### src/rtl/cpu_pkg.sv
// Definitions shared by the hazard controller and the main decoder:
// the sequencing FSM state type and the base RISC-V opcode constants.
package cpu_pkg;

    typedef enum logic {
        RUN  = 1'b0,
        WAIT = 1'b1
    } hz_state_t;

    localparam logic [6:0] OP_RTYPE  = 7'b0110011;
    localparam logic [6:0] OP_ITYPE  = 7'b0010011;
    localparam logic [6:0] OP_LOAD   = 7'b0000011;
    localparam logic [6:0] OP_STORE  = 7'b0100011;
    localparam logic [6:0] OP_BRANCH = 7'b1100011;

endpackage

### src/rtl/hazard_ctrl_if.sv
// Pipeline-side bundle for the hazard controller: the hazard-detect inputs,
// the data-memory handshake and the pipeline control outputs.
interface hazard_ctrl_if;
    logic [4:0] ID_rs1_i;
    logic [4:0] ID_rs2_i;
    logic       ID_branch_taken_i;
    logic       EX_MemRead_i;
    logic [4:0] EX_rd_i;
    logic       MEM_MemRead_i;
    logic       MEM_MemWrite_i;
    logic       mem_ack_i;
    logic       mem_req_o;
    logic       NoOp_o;
    logic       PCWrite_o;
    logic       IFIDWrite_o;
    logic       IF_flush_o;
    logic       pipe_stall_o;

    // Pipeline / memory side: drives the hazard inputs, consumes the controls.
    modport master (
        output ID_rs1_i, ID_rs2_i, ID_branch_taken_i, EX_MemRead_i, EX_rd_i,
               MEM_MemRead_i, MEM_MemWrite_i, mem_ack_i,
        input  mem_req_o, NoOp_o, PCWrite_o, IFIDWrite_o, IF_flush_o, pipe_stall_o
    );

    // Hazard controller side.
    modport slave (
        input  ID_rs1_i, ID_rs2_i, ID_branch_taken_i, EX_MemRead_i, EX_rd_i,
               MEM_MemRead_i, MEM_MemWrite_i, mem_ack_i,
        output mem_req_o, NoOp_o, PCWrite_o, IFIDWrite_o, IF_flush_o, pipe_stall_o
    );
endinterface

### src/rtl/sat_counter.sv
// Event counter that sticks at all-ones instead of wrapping.
module sat_counter #(
    parameter int unsigned W = 32
) (
    input  logic         clk_i,
    input  logic         rst_i,
    input  logic         inc_i,
    output logic [W-1:0] cnt_o
);

    logic [W-1:0] cnt_q;
    logic [W-1:0] cnt_d;

    always_comb begin
        cnt_d = cnt_q;
        if (inc_i && (cnt_q != '1))
            cnt_d = cnt_q + W'(1);
    end

    always_ff @(posedge clk_i or posedge rst_i) begin
        if (rst_i)
            cnt_q <= '0;
        else
            cnt_q <= cnt_d;
    end

    assign cnt_o = cnt_q;

endmodule

### src/rtl/hazard_ctrl.sv
// Pipeline sequencing: load-use bubbles, taken-branch IF flush and a global
// freeze while a variable-latency data-memory access is outstanding.
module hazard_ctrl
    import cpu_pkg::*;
#(
    parameter int unsigned CNT_W       = 32,
    parameter int unsigned MEM_TIMEOUT = 64
) (
    input  logic             clk_i,
    input  logic             rst_i,
    hazard_ctrl_if.slave     hz,
    output logic [CNT_W-1:0] stall_cnt_o,
    output logic [CNT_W-1:0] flush_cnt_o,
    output logic             err_o
);

    localparam logic [7:0] TMO_LIMIT = 8'(MEM_TIMEOUT);

    hz_state_t  state_q;
    logic [7:0] tmo_q;
    logic [7:0] tmo_inc;
    logic       err_q;

    logic mem_op;
    logic load_use;
    logic freeze;
    logic mem_req;
    logic noop;
    logic flush;
    logic advance;

    assign mem_op   = hz.MEM_MemRead_i | hz.MEM_MemWrite_i;
    assign load_use = hz.EX_MemRead_i && (hz.EX_rd_i != 5'd0) &&
                      ((hz.EX_rd_i == hz.ID_rs1_i) || (hz.EX_rd_i == hz.ID_rs2_i));
    assign tmo_inc  = tmo_q + 8'd1;

    // Everything is gated by rst_i so an abandoned access drops mem_req at once.
    always_comb begin
        mem_req = 1'b0;
        freeze  = 1'b0;
        case (state_q)
            RUN: begin
                mem_req = mem_op;
                freeze  = mem_op;
            end
            WAIT: begin
                mem_req = 1'b1;
                freeze  = ~hz.mem_ack_i;
            end
            default: ;
        endcase
        if (rst_i) begin
            mem_req = 1'b0;
            freeze  = 1'b0;
        end
        noop    = ~rst_i & ~freeze & load_use;
        flush   = ~rst_i & ~freeze & ~load_use & hz.ID_branch_taken_i;
        advance = ~rst_i & ~freeze & ~load_use;
    end

    assign hz.mem_req_o    = mem_req;
    assign hz.pipe_stall_o = freeze;
    assign hz.NoOp_o       = noop;
    assign hz.IF_flush_o   = flush;
    assign hz.PCWrite_o    = advance;
    assign hz.IFIDWrite_o  = advance;

    // The timeout only raises err; the access keeps waiting for its ack.
    always_ff @(posedge clk_i or posedge rst_i) begin
        if (rst_i) begin
            state_q <= RUN;
            tmo_q   <= 8'd0;
            err_q   <= 1'b0;
        end else begin
            case (state_q)
                RUN: begin
                    if (mem_op) begin
                        state_q <= WAIT;
                        tmo_q   <= 8'd0;
                    end
                end
                WAIT: begin
                    if (hz.mem_ack_i) begin
                        state_q <= RUN;
                    end else begin
                        if (tmo_q != 8'hFF)
                            tmo_q <= tmo_inc;
                        if (tmo_inc == TMO_LIMIT)
                            err_q <= 1'b1;
                    end
                end
                default: state_q <= RUN;
            endcase
        end
    end

    assign err_o = err_q;

    sat_counter #(.W(CNT_W)) u_stall_cnt (
        .clk_i (clk_i),
        .rst_i (rst_i),
        .inc_i (noop | freeze),
        .cnt_o (stall_cnt_o)
    );

    sat_counter #(.W(CNT_W)) u_flush_cnt (
        .clk_i (clk_i),
        .rst_i (rst_i),
        .inc_i (flush),
        .cnt_o (flush_cnt_o)
    );

endmodule

### src/flat_wrapper.sv
// flat-port wrapper written by rule: the top's interface ports become plain ports
module hazard_ctrl_flat import cpu_pkg::*;
#(
    parameter int unsigned CNT_W       = 32,
    parameter int unsigned MEM_TIMEOUT = 64
)
  (clk_i, rst_i, stall_cnt_o, flush_cnt_o, err_o, hz_ID_rs1_i, hz_ID_rs2_i, hz_ID_branch_taken_i, hz_EX_MemRead_i, hz_EX_rd_i, hz_MEM_MemRead_i, hz_MEM_MemWrite_i, hz_mem_ack_i, hz_mem_req_o, hz_NoOp_o, hz_PCWrite_o, hz_IFIDWrite_o, hz_IF_flush_o, hz_pipe_stall_o);
  hazard_ctrl_if hz_i ();
  input  logic clk_i;
  input  logic rst_i;
  output logic [CNT_W-1:0] stall_cnt_o;
  output logic [CNT_W-1:0] flush_cnt_o;
  output logic err_o;
  input wire logic [$bits(hz_i.ID_rs1_i)-1:0] hz_ID_rs1_i;
  input wire logic [$bits(hz_i.ID_rs2_i)-1:0] hz_ID_rs2_i;
  input wire logic [$bits(hz_i.ID_branch_taken_i)-1:0] hz_ID_branch_taken_i;
  input wire logic [$bits(hz_i.EX_MemRead_i)-1:0] hz_EX_MemRead_i;
  input wire logic [$bits(hz_i.EX_rd_i)-1:0] hz_EX_rd_i;
  input wire logic [$bits(hz_i.MEM_MemRead_i)-1:0] hz_MEM_MemRead_i;
  input wire logic [$bits(hz_i.MEM_MemWrite_i)-1:0] hz_MEM_MemWrite_i;
  input wire logic [$bits(hz_i.mem_ack_i)-1:0] hz_mem_ack_i;
  output wire logic [$bits(hz_i.mem_req_o)-1:0] hz_mem_req_o;
  output wire logic [$bits(hz_i.NoOp_o)-1:0] hz_NoOp_o;
  output wire logic [$bits(hz_i.PCWrite_o)-1:0] hz_PCWrite_o;
  output wire logic [$bits(hz_i.IFIDWrite_o)-1:0] hz_IFIDWrite_o;
  output wire logic [$bits(hz_i.IF_flush_o)-1:0] hz_IF_flush_o;
  output wire logic [$bits(hz_i.pipe_stall_o)-1:0] hz_pipe_stall_o;
  assign hz_i.ID_rs1_i = hz_ID_rs1_i;
  assign hz_i.ID_rs2_i = hz_ID_rs2_i;
  assign hz_i.ID_branch_taken_i = hz_ID_branch_taken_i;
  assign hz_i.EX_MemRead_i = hz_EX_MemRead_i;
  assign hz_i.EX_rd_i = hz_EX_rd_i;
  assign hz_i.MEM_MemRead_i = hz_MEM_MemRead_i;
  assign hz_i.MEM_MemWrite_i = hz_MEM_MemWrite_i;
  assign hz_i.mem_ack_i = hz_mem_ack_i;
  assign hz_mem_req_o = hz_i.mem_req_o;
  assign hz_NoOp_o = hz_i.NoOp_o;
  assign hz_PCWrite_o = hz_i.PCWrite_o;
  assign hz_IFIDWrite_o = hz_i.IFIDWrite_o;
  assign hz_IF_flush_o = hz_i.IF_flush_o;
  assign hz_pipe_stall_o = hz_i.pipe_stall_o;
  hazard_ctrl #(.CNT_W(CNT_W), .MEM_TIMEOUT(MEM_TIMEOUT)) u_core (.clk_i(clk_i), .rst_i(rst_i), .hz(hz_i), .stall_cnt_o(stall_cnt_o), .flush_cnt_o(flush_cnt_o), .err_o(err_o));
endmodule
### config.mk
export PLATFORM = sky130hd
export DESIGN_NAME = hazard_ctrl_flat
export DESIGN_NICKNAME = d
export VERILOG_FILES = /design/src/rtl/cpu_pkg.sv /design/src/rtl/hazard_ctrl_if.sv /design/src/rtl/sat_counter.sv /design/src/rtl/hazard_ctrl.sv /design/src/flat_wrapper.sv
export SDC_FILE = /design/constraint.sdc
export NUM_CORES = 1
export LEC_CHECK = 0
export BUFFER_PORTS_ARGS = -buffer_cell sky130_fd_sc_hd__buf_2
export CORE_MARGIN = 5
export CORE_UTILIZATION = 49
export DETAILED_ROUTE_END_ITERATION = 10
export GPL_TIMING_DRIVEN = 0
export HOLD_SLACK_MARGIN = 0.1
export PLACE_DENSITY = 0.79
export SLEW_MARGIN = 10
export SYNTH_ARGS = -nofsm -noshare
export SYNTH_HDL_FRONTEND = slang
export SYNTH_SLANG_ARGS = --single-unit
### constraint.sdc
create_clock -name clk_i -period 3.8 [get_ports clk_i]
set_input_delay 0.95 -clock clk_i [delete_from_list [all_inputs] [get_ports clk_i]]
set_output_delay 0.95 -clock clk_i [all_outputs]
set_load 0.1 [all_outputs]
* Word level (Yosys, flattened, before mapping)
Index checks and enable logic that the tools add are counted.
Storage, ports and cells: register bits 74, input bits 22, output and inout bits 71, word-level logic and storage cells 47
Cells by class: add/subtract/negate cells 3, equality and inequality tests 9, multiplexer cells 11, bitwise operators 11, reduce and logical (&&, ||, !) cells 8
Operator list (count):
- adder 32 x 1 -> 32 bit (second input constant) | 2
- != test 32 bit (second input constant) | 2
- 2-to-1 mux 8 bit | 3
- case mux 8 bit (2 select lines) | 1
- == test 5 bit | 2
- adder 8 x 1 -> 8 bit (second input constant) | 1
- == test 8 x 7 -> 1 bit (second input constant) | 1
- != test 8 bit (second input constant) | 1
- case mux 1 bit (2 select lines) | 3
- AND reduction 3 bit | 2
- inverter 1 bit | 5
- nonzero test 5 bit | 1
- AND 1 bit | 4
- logical AND 1 bit | 4
- 2-to-1 mux 1 bit | 4
- != test 2 bit (second input constant) | 2
- != test 2 x 1 -> 1 bit (second input constant) | 1
- OR 1 bit | 2
- logical OR 1 bit | 1

* Logic depth before layout (Yosys ltp)
Gate-level depths: netlist (run 1).
depth in word-level cells 8, mapped depth 9

* Hierarchy
Synthesis (run 1) repeated with hierarchy kept, for this count alone.
Second synthesis, totals: cell total of the unflattened synthesis 374, area, all modules 3978.8 um2
By module, submodules not included:
- sat_counter | instances 2, cells an instance 139, area an instance 1561.5 um2
- hazard_ctrl | instances 1, cells an instance 96, area an instance 855.8 um2

* Worst setup path before layout (run 1)
OpenSTA, ideal clock, no wires.
kind in2out, start input port hz_EX_rd_i[0], end output port hz_PCWrite_o, arrival 4545 ps, data required time 2850 ps, slack -1695 ps, stages 5, cell sequence or4_1 > o21ai_2 > nor2_1 > nor3_1 > buf_4
On the way: cells in the longest elaborated chain, start to end 5, elaborated cells between the ends (all ways) 8, those cells by class eq/ne (2); bitwise (2); reduce/logical (4)
RTL lines:
- start, declared | line flat_wrapper.sv:18 | input wire logic [$bits(hz_i.EX_rd_i)-1:0] hz_EX_rd_i;
- == test 5 bit / nonzero test 5 bit (equally long branches) | line hazard_ctrl.sv:34, hazard_ctrl.sv:33
- logical OR 1 bit / logical AND 1 bit (equally long branches) | line hazard_ctrl.sv:34, hazard_ctrl.sv:33
- logical AND 1 bit (*) | line hazard_ctrl.sv:33 | assign load_use = hz.EX_MemRead_i && (hz.EX_rd_i != 5'd0) &&
- inverter 1 bit (*) | line hazard_ctrl.sv:58 | advance = ~rst_i & ~freeze & ~load_use;
- AND 1 bit (*) | line hazard_ctrl.sv:58
- end, declared | line flat_wrapper.sv:24 | output wire logic [$bits(hz_i.PCWrite_o)-1:0] hz_PCWrite_o;
Every way passes the cells marked *; elsewhere a longest branch is shown, timed or not.

* Worst setup path in the final report (run 1)
start input port hz_MEM_MemWrite_i, end output port hz_IF_flush_o
On the way: cells in the longest elaborated chain, start to end 7
RTL lines:
- start, declared | line flat_wrapper.sv:20 | input wire logic [$bits(hz_i.MEM_MemWrite_i)-1:0] hz_MEM_MemWrite_i;
- OR 1 bit | line hazard_ctrl.sv:32 | assign mem_op = hz.MEM_MemRead_i | hz.MEM_MemWrite_i;
- case mux 1 bit (2 select lines) | line hazard_ctrl.sv:41 | case (state_q)
- 2-to-1 mux 1 bit | line hazard_ctrl.sv:52 | if (rst_i) begin
- inverter 1 bit | line hazard_ctrl.sv:57 | flush = ~rst_i & ~freeze & ~load_use & hz.ID_branch_taken_i;
- AND 1 bit (3 in a row) | line hazard_ctrl.sv:57
- end, declared | line flat_wrapper.sv:26 | output wire logic [$bits(hz_i.IF_flush_o)-1:0] hz_IF_flush_o;
Every way passes these cells.

==> key figures, run 1 <==
Floorplan
  • Rows: 32
  • Die width: between 90 and 100 um
  • Top-Level Pins: 93
  • Die Ht: 99.0 um
  • Starting Density: between 50% and 60%
  • Full die area: between 9000 and 10000 um^2
  • Core area: about 7700 um^2

Yosys
  • Number of flops mapped to enable cells by yosys: 0
  • FFs w/ async S/R, synth: 100%
  • Yosys reg bits: 74
  • Largest cells by area after synthesis: dfrtp_1, xor2_1, xnor2_1, nand3_1, nand2_1
  • Synth top area share: a little under half
  • Average cell area after synthesis: roughly 10 um^2
  • Seq/Total Area, Yosys: roughly 48%
  • Yosys cell types: 49
  • Primary FF master, synth: dfrtp_1
  • Yosys top cell by area: dfrtp_1
  • Post-synth top cells: dfrtp_1, xor2_1, nand2_1
  • Synthesized Nets: 410
  • Synth warn: 0
  • Most common cell in the synthesized netlist: dfrtp_1
  • Mapped Area: 3880 um^2
  • Post-Synthesis Cells: about 380

Placed design
  • DP HPWL: about 7 mm
  • Placer Congestion: about 0.86
  • Input/output buffers: just over 90
  • Dpl ws: -0.0920 ns

Critical path
  • Crit-path max FO: 10
  • CP max stage delay: roughly 0.44 ns
  • Top cell by count, worst path: buf_2
  • Worst R2R Path Depth: 7
  • CP Cell Sequence: buf_2 -> nor3_2 -> a21oi_1 -> buf_2 -> nor2_1 -> nand2_2 -> nor2_2 -> buf_2
  • Element type at the critical path end: primary output
  • CP max-delay cell: buf_2
  • CP startpoint kind: primary input
  • Critical Path RT: approximately 2.9 ns
  • WS Path Type: in2out
  • Crit path DAT: between 2 and 3 ns

Cells and area
  • Layout area overhead: 22.4%
  • Final net count: a little over 500
  • Layout cell share with drive strength beyond 1: between 20 and 30%
  • Fill count: approximately 670
  • Final Core Density: 61.5%
  • Antenna cell count: 0

STA
  • Share of the clock period used by the worst path: between 90% and 100%
  • RSZ-0062 raised after global routing: false
  • Slew Viols, Final: 0
  • Tightest Pin Transition: 0.987 ns
  • Layout Skew: 0.0202 ns
  • PnR worst setup slack: around 0.11 ns
  • Slew HR: 33.6%
  • Fmax: between 200 and 300 MHz
  • Endpoints failing hold: 0
  • Tmin final: 3.69 ns
  • Final Setup Violations: 0

GRT
  • Largest net degree at the start of global routing: 32
  • Initial antenna violation count: 0
  • First-pass GRT wire length: approximately 15 mm
  • Vias in the first global route: approximately 3200
  • Overall Global Routing Usage: 19.2%
  • Grt total ovfl: 0

Clocking
  • Clk sink count: 74
  • Worst skew pair latency: around 0.34 ns
  • CTS tree: done
  • Post CTS Setup Buffer Count: 0
  • Number of buffers created by CTS: 9
  • Clock Path Buffers: 2
  • Reg clk slew, reported paths: 0.09 ns
  • CTS hold repair buffers: 0
  • H-tree depth: 3
  • Clk root buf: clkbuf_8

Drt
  • DR vias: 3278
  • Antenna-violating nets left: 0
  • Drt via density: around 5.5
  • Router iterations before antenna repair: 4
  • Initial drt markers: approximately 120
  • Routed len/inst: between 15 and 20 um
  • Detailed-route wire length: slightly above 9 mm
  • Residual DRC: 0

Min path
  • Worst Hold Class: reg2reg
  • Min-Delay Path Depth: 1

Power
  • Peak supply drop: between 600 and 700 uV
  • Power Dens Cells: between 400 and 500 nW/um^2
  • Static leakage: between 0.002 and 0.0025 uW
  • Final Power: 2320 uW

Status
  • Status: complete, no violations

Job
  • MaxCap Viol Count: 0
[placed cells by master (no fill, tap or decap), drive strengths merged, types with 3 or more instances in the layout]
| master | n |
|---|---|
| nor4 | 13 |
| nor3 | 13 |
| clkinvlp | 3 |
| xor2 | 38 |
| nand4 | 19 |
| o2111ai | 3 |
| a21oi | 3 |
| inv | 8 |
| nand2 | 36 |
| buf | 98 |
| ha | 4 |
| and4 | 9 |
| o21ai | 9 |
| xnor2 | 34 |
| or4 | 4 |
| nand3 | 34 |
| clkbuf | 12 |
| nor2 | 33 |
| dfrtp | 74 |
| o31ai | 3 |
| and3 | 17 |
[metal layers]
metal | track usage [%] | wire length, um | up-vias
li1 | - | - | 1580
met1 | 25.8 | 4040 | 1599
met2 | 32.0 | 4540 | 87
met3 | 2.90 | 489 | 12
met4 | 6.51 | 165 | 0
met5 | 0 | 0 | -
[critical path: cells and delay by family]
kind,cells,cell delay [ns]
buffers and inverters,3,0.77
and+or+nand+nor,4,0.91
AOI/OAI and AO/OA,1,0.11
[final timing paths]
path | start | endpoint | slack [ns]
min in group asynchronous | rst_i | u_core.u_stall_cnt.cnt_o[5] | 0.78
max | hz_MEM_MemWrite_i | hz_IF_flush_o | 0.11
max reg2reg | u_core.u_stall_cnt.cnt_o[0] | u_core.u_stall_cnt.cnt_o[30] | 1.14
min | u_core.u_flush_cnt.cnt_o[19] | u_core.u_flush_cnt.cnt_o[19] | 0.49
max in group asynchronous | rst_i | u_core.u_flush_cnt.cnt_o[30] | 2.51
min reg2reg | u_core.u_flush_cnt.cnt_o[19] | u_core.u_flush_cnt.cnt_o[19] | 0.49
[state kept, by name, summed over array words and instances, names as in the netlist]
name / flops
u_core.u_flush_cnt.cnt_o: 32
u_core.tmo_q: 8
u_core.u_stall_cnt.cnt_o: 32
u_core.err_o: 1
u_core.state_q: 1
[cell families after synthesis]
| group | after synthesis | synth area share (%) |
|---|---|---|
| adder cells (fa/ha/maj) | 4 | 1.29 |
| buffers and inverters | 15 | 1.68 |
| XOR/XNOR | 72 | 16.3 |
| flip-flops | 74 | 47.7 |
| AND/OR/NAND/NOR | 186 | 26.1 |
| AO/OA/AOI/OAI | 30 | 6.09 |
| multiplexers | 3 | 0.838 |
[layout make-up]
cell class	count	area, um^2	area share [%]
Buffer	7	38.8	0.816
Clock buffer	10	138	2.90
Clock inverter	6	63.8	1.34
Inverter	8	33.8	0.711
Multi-Input combinational cell	295	2000	42.0
Sequential cell	74	1850	39.0
Tap cell	102	128	2.69
Timing Repair Buffer	93	500	10.5
[per-stage QoR]
stage | area, um^2 | hold WS, ns | cells | TNS, ns
finish | 4750 | 0.488 | 595 | 0
global route | 4750 | 0.516 | 595 | 0
floorplan | 3910 | 0.495 | 384 | -0.403
global placement | 4490 | 0.450 | 577 | -0.745
CTS | 4740 | 0.496 | 595 | 0
detailed placement | 4530 | 0.482 | 579 | -0.101
[what timing repair did]
action	in CTS	in global routing
setup endpoints to repair	2	2
resized for setup	2	2
gates cloned	0	0
pin swaps	0	0
[report_power, final]
group	internal [uW]	switching (uW)	total (uW)
Combinational	147	601	748
Sequential	858	98.2	956
Clock	321	299	620
No activity file was read; power rests on OpenSTA's default activity.
==> inputs of run 2 (changes only) <==
--- a/config.mk
+++ b/config.mk
@@ -12,6 +12,7 @@
 export GPL_TIMING_DRIVEN = 0
 export HOLD_SLACK_MARGIN = 0.1
 export PLACE_DENSITY = 0.79
+export RECOVER_POWER = 50
 export SLEW_MARGIN = 10
 export SYNTH_ARGS = -nofsm -noshare
 export SYNTH_HDL_FRONTEND = slang
==> key figures, run 2 (synthesis gave the netlist of run 1 again) <==
Clocking
  • Clk root buf: clkbuf_8
  • CTS tree: done
  • Clock Path Buffers: 2
  • Reg clk slew, reported paths: 0.09 ns
  • Clk sink count: 74
  • Worst skew pair latency: roughly 0.34 ns
  • H-tree depth: 3
  • Number of buffers created by CTS: 9
  • Post CTS Setup Buffer Count: 0

STA
  • Fmax: approximately 270 MHz
  • Share of the clock period used by the worst path: 97.0%
  • Layout Skew: roughly 0.02 ns
  • PnR worst setup slack: between 0.1 and 0.15 ns
  • RSZ-0062 raised after global routing: false
  • Slew Viols, Final: 32
  • Final Setup Violations: 0
  • Endpoints failing hold: 0
  • Tightest Pin Transition: about 1.7 ns
  • Slew HR: -10.9%
  • Tmin final: roughly 3.7 ns
  • Hold_ws: about 0.49 ns

Cells and area
  • Antenna cell count: 0
  • Leading cell type in the layout, fill and taps excluded: dfrtp_1
  • Finished Cell Area: between 4000 and 5000 um^2
  • Layout cell share with drive strength beyond 1: approximately 22%
  • Layout area overhead: 21.1%
  • Non-Filler Instances: between 500 and 600
  • Final Core Density: about three fifths
  • Commonest non-fill, non-tap cells in the layout: dfrtp_1, buf_2, xor2_1
  • Fill count: 689
  • Final net count: between 500 and 600

Floorplan
  • Core area: a little under 8000 um^2
  • Full die area: between 9000 and 10000 um^2
  • Starting Density: ~50%
  • Die Ht: between 90 and 100 um
  • Die width: about 99 um
  • Rows: 32
  • Top-Level Pins: 93

Drt
  • Residual DRC: 0
  • Router iterations before antenna repair: 4
  • Drt via density: approximately 5.5
  • Routed len/inst: between 15 and 20 um
  • M1 wire length: 4.09 mm
  • Met3 WL: roughly 460 um
  • DR vias: ~3300
  • Detailed-route wire length: ~9 mm
  • Initial drt markers: between 100 and 150
  • Metal2 WL: between 4 and 5 mm
  • Antenna-violating nets left: 0
  • Top layer in use: met4

Critical path
  • Critical R2R Capture: u_core.u_stall_cnt.cnt_o[30]
  • CP startpoint kind: primary input
  • Reg2reg start: u_core.u_stall_cnt.cnt_o[0]
  • WS Path Type: in2out
  • Top cell by count, worst path: buf_2
  • CP Cell Sequence: buf_2 -> nor3_2 -> a21oi_1 -> buf_2 -> nor2_1 -> nand2_2 -> nor2_2 -> buf_2
  • Crit path DAT: 2.74 ns
  • Worst R2R Path Depth: 7
  • CP max stage delay: 0.44 ns
  • Critical Path RT: about 2.9 ns
  • FF-to-FF setup slack: 1.14 ns
  • Element type at the critical path end: primary output
  • Crit-path max FO: 10
  • CP max-delay cell: buf_2

GRT
  • Overall Global Routing Usage: 19.2%
  • Largest net degree at the start of global routing: 32
  • Initial antenna violation count: 0
  • Vias in the first global route: between 3000 and 4000
  • First-pass GRT wire length: roughly 15 mm
  • Grt total ovfl: 0

Status
  • Status: finished with violations
  • Failing checks: capacitance limit, slew limit

Job
  • MaxCap Viol Count: 1

Min path
  • Min-Delay Path Depth: 1
  • WHS Endpoint: u_core.u_flush_cnt.cnt_o[19]
  • Min-delay src: u_core.u_flush_cnt.cnt_o[19]
  • Worst Hold Class: reg2reg

Placed design
  • DP HPWL: approximately 7.0 mm
  • DP Cell Count: approximately 580
  • Placer Congestion: 0.856
  • Placement Cell Area: roughly 4500 um^2
  • Input/output buffers: 91
  • Dpl ws: -0.0920 ns

Power
  • Power Dens Cells: 493 nW/um^2
  • Peak supply drop: just under 700 uV
  • Static leakage: 0.00222 uW
[run 2: layer usage]
metal | GRT usage (%) | vias up
met4 | 6.51 | 0
met1 | 25.8 | 1593
met5 | 0 | -
met3 | 2.90 | 10
li1 | - | 1578
met2 | 32.0 | 82
[run 2: what timing repair did]
action                     4_1_cts  5_1_grt
hold buffers                     0        0
gates resized for setup          2        2
setup endpoints to repair        2        2
[run 2: stage by stage]
step	power [uW]	TNS, ns
after floorplan	1570	-0.403
after global placement	1700	-0.745
after detailed placement	1720	-0.101
after CTS	2340	0
after global routing	2410	0
final	2320	0
[run 2: worst max-delay path by stage]
stage                            from         endpoint
detailed placement      hz_EX_rd_i[0]     hz_PCWrite_o
CTS                     hz_EX_rd_i[0]     hz_PCWrite_o
global route        hz_MEM_MemWrite_i    hz_IF_flush_o
floorplan               hz_EX_rd_i[0]     hz_PCWrite_o
finish              hz_MEM_MemWrite_i    hz_IF_flush_o
global placement                rst_i  hz_pipe_stall_o
[run 2: critical path, delay by kind of cell]
family	cells	cell delay [ns]
AO/OA/AOI/OAI	1	0.11
buffers and inverters	3	0.77
AND/OR/NAND/NOR	4	0.91
[run 2: layout make-up]
class	instances	area, um^2	share of cell area, %
inverters	8	33.8	0.719
clock buffers	10	138	2.93
well taps	102	128	2.72
repair buffers	93	449	9.56
plain buffers	7	38.8	0.825
flip-flops and latches	74	1850	39.4
clock inverters	6	63.8	1.36
multi-input cells	295	2000	42.5
[run 2: report_power, final]
part | internal [uW] | switching, uW | total [uW]
Clock | 321 | 298 | 619
Combinational | 140 | 600 | 740
Sequential | 858 | 99.1 | 957
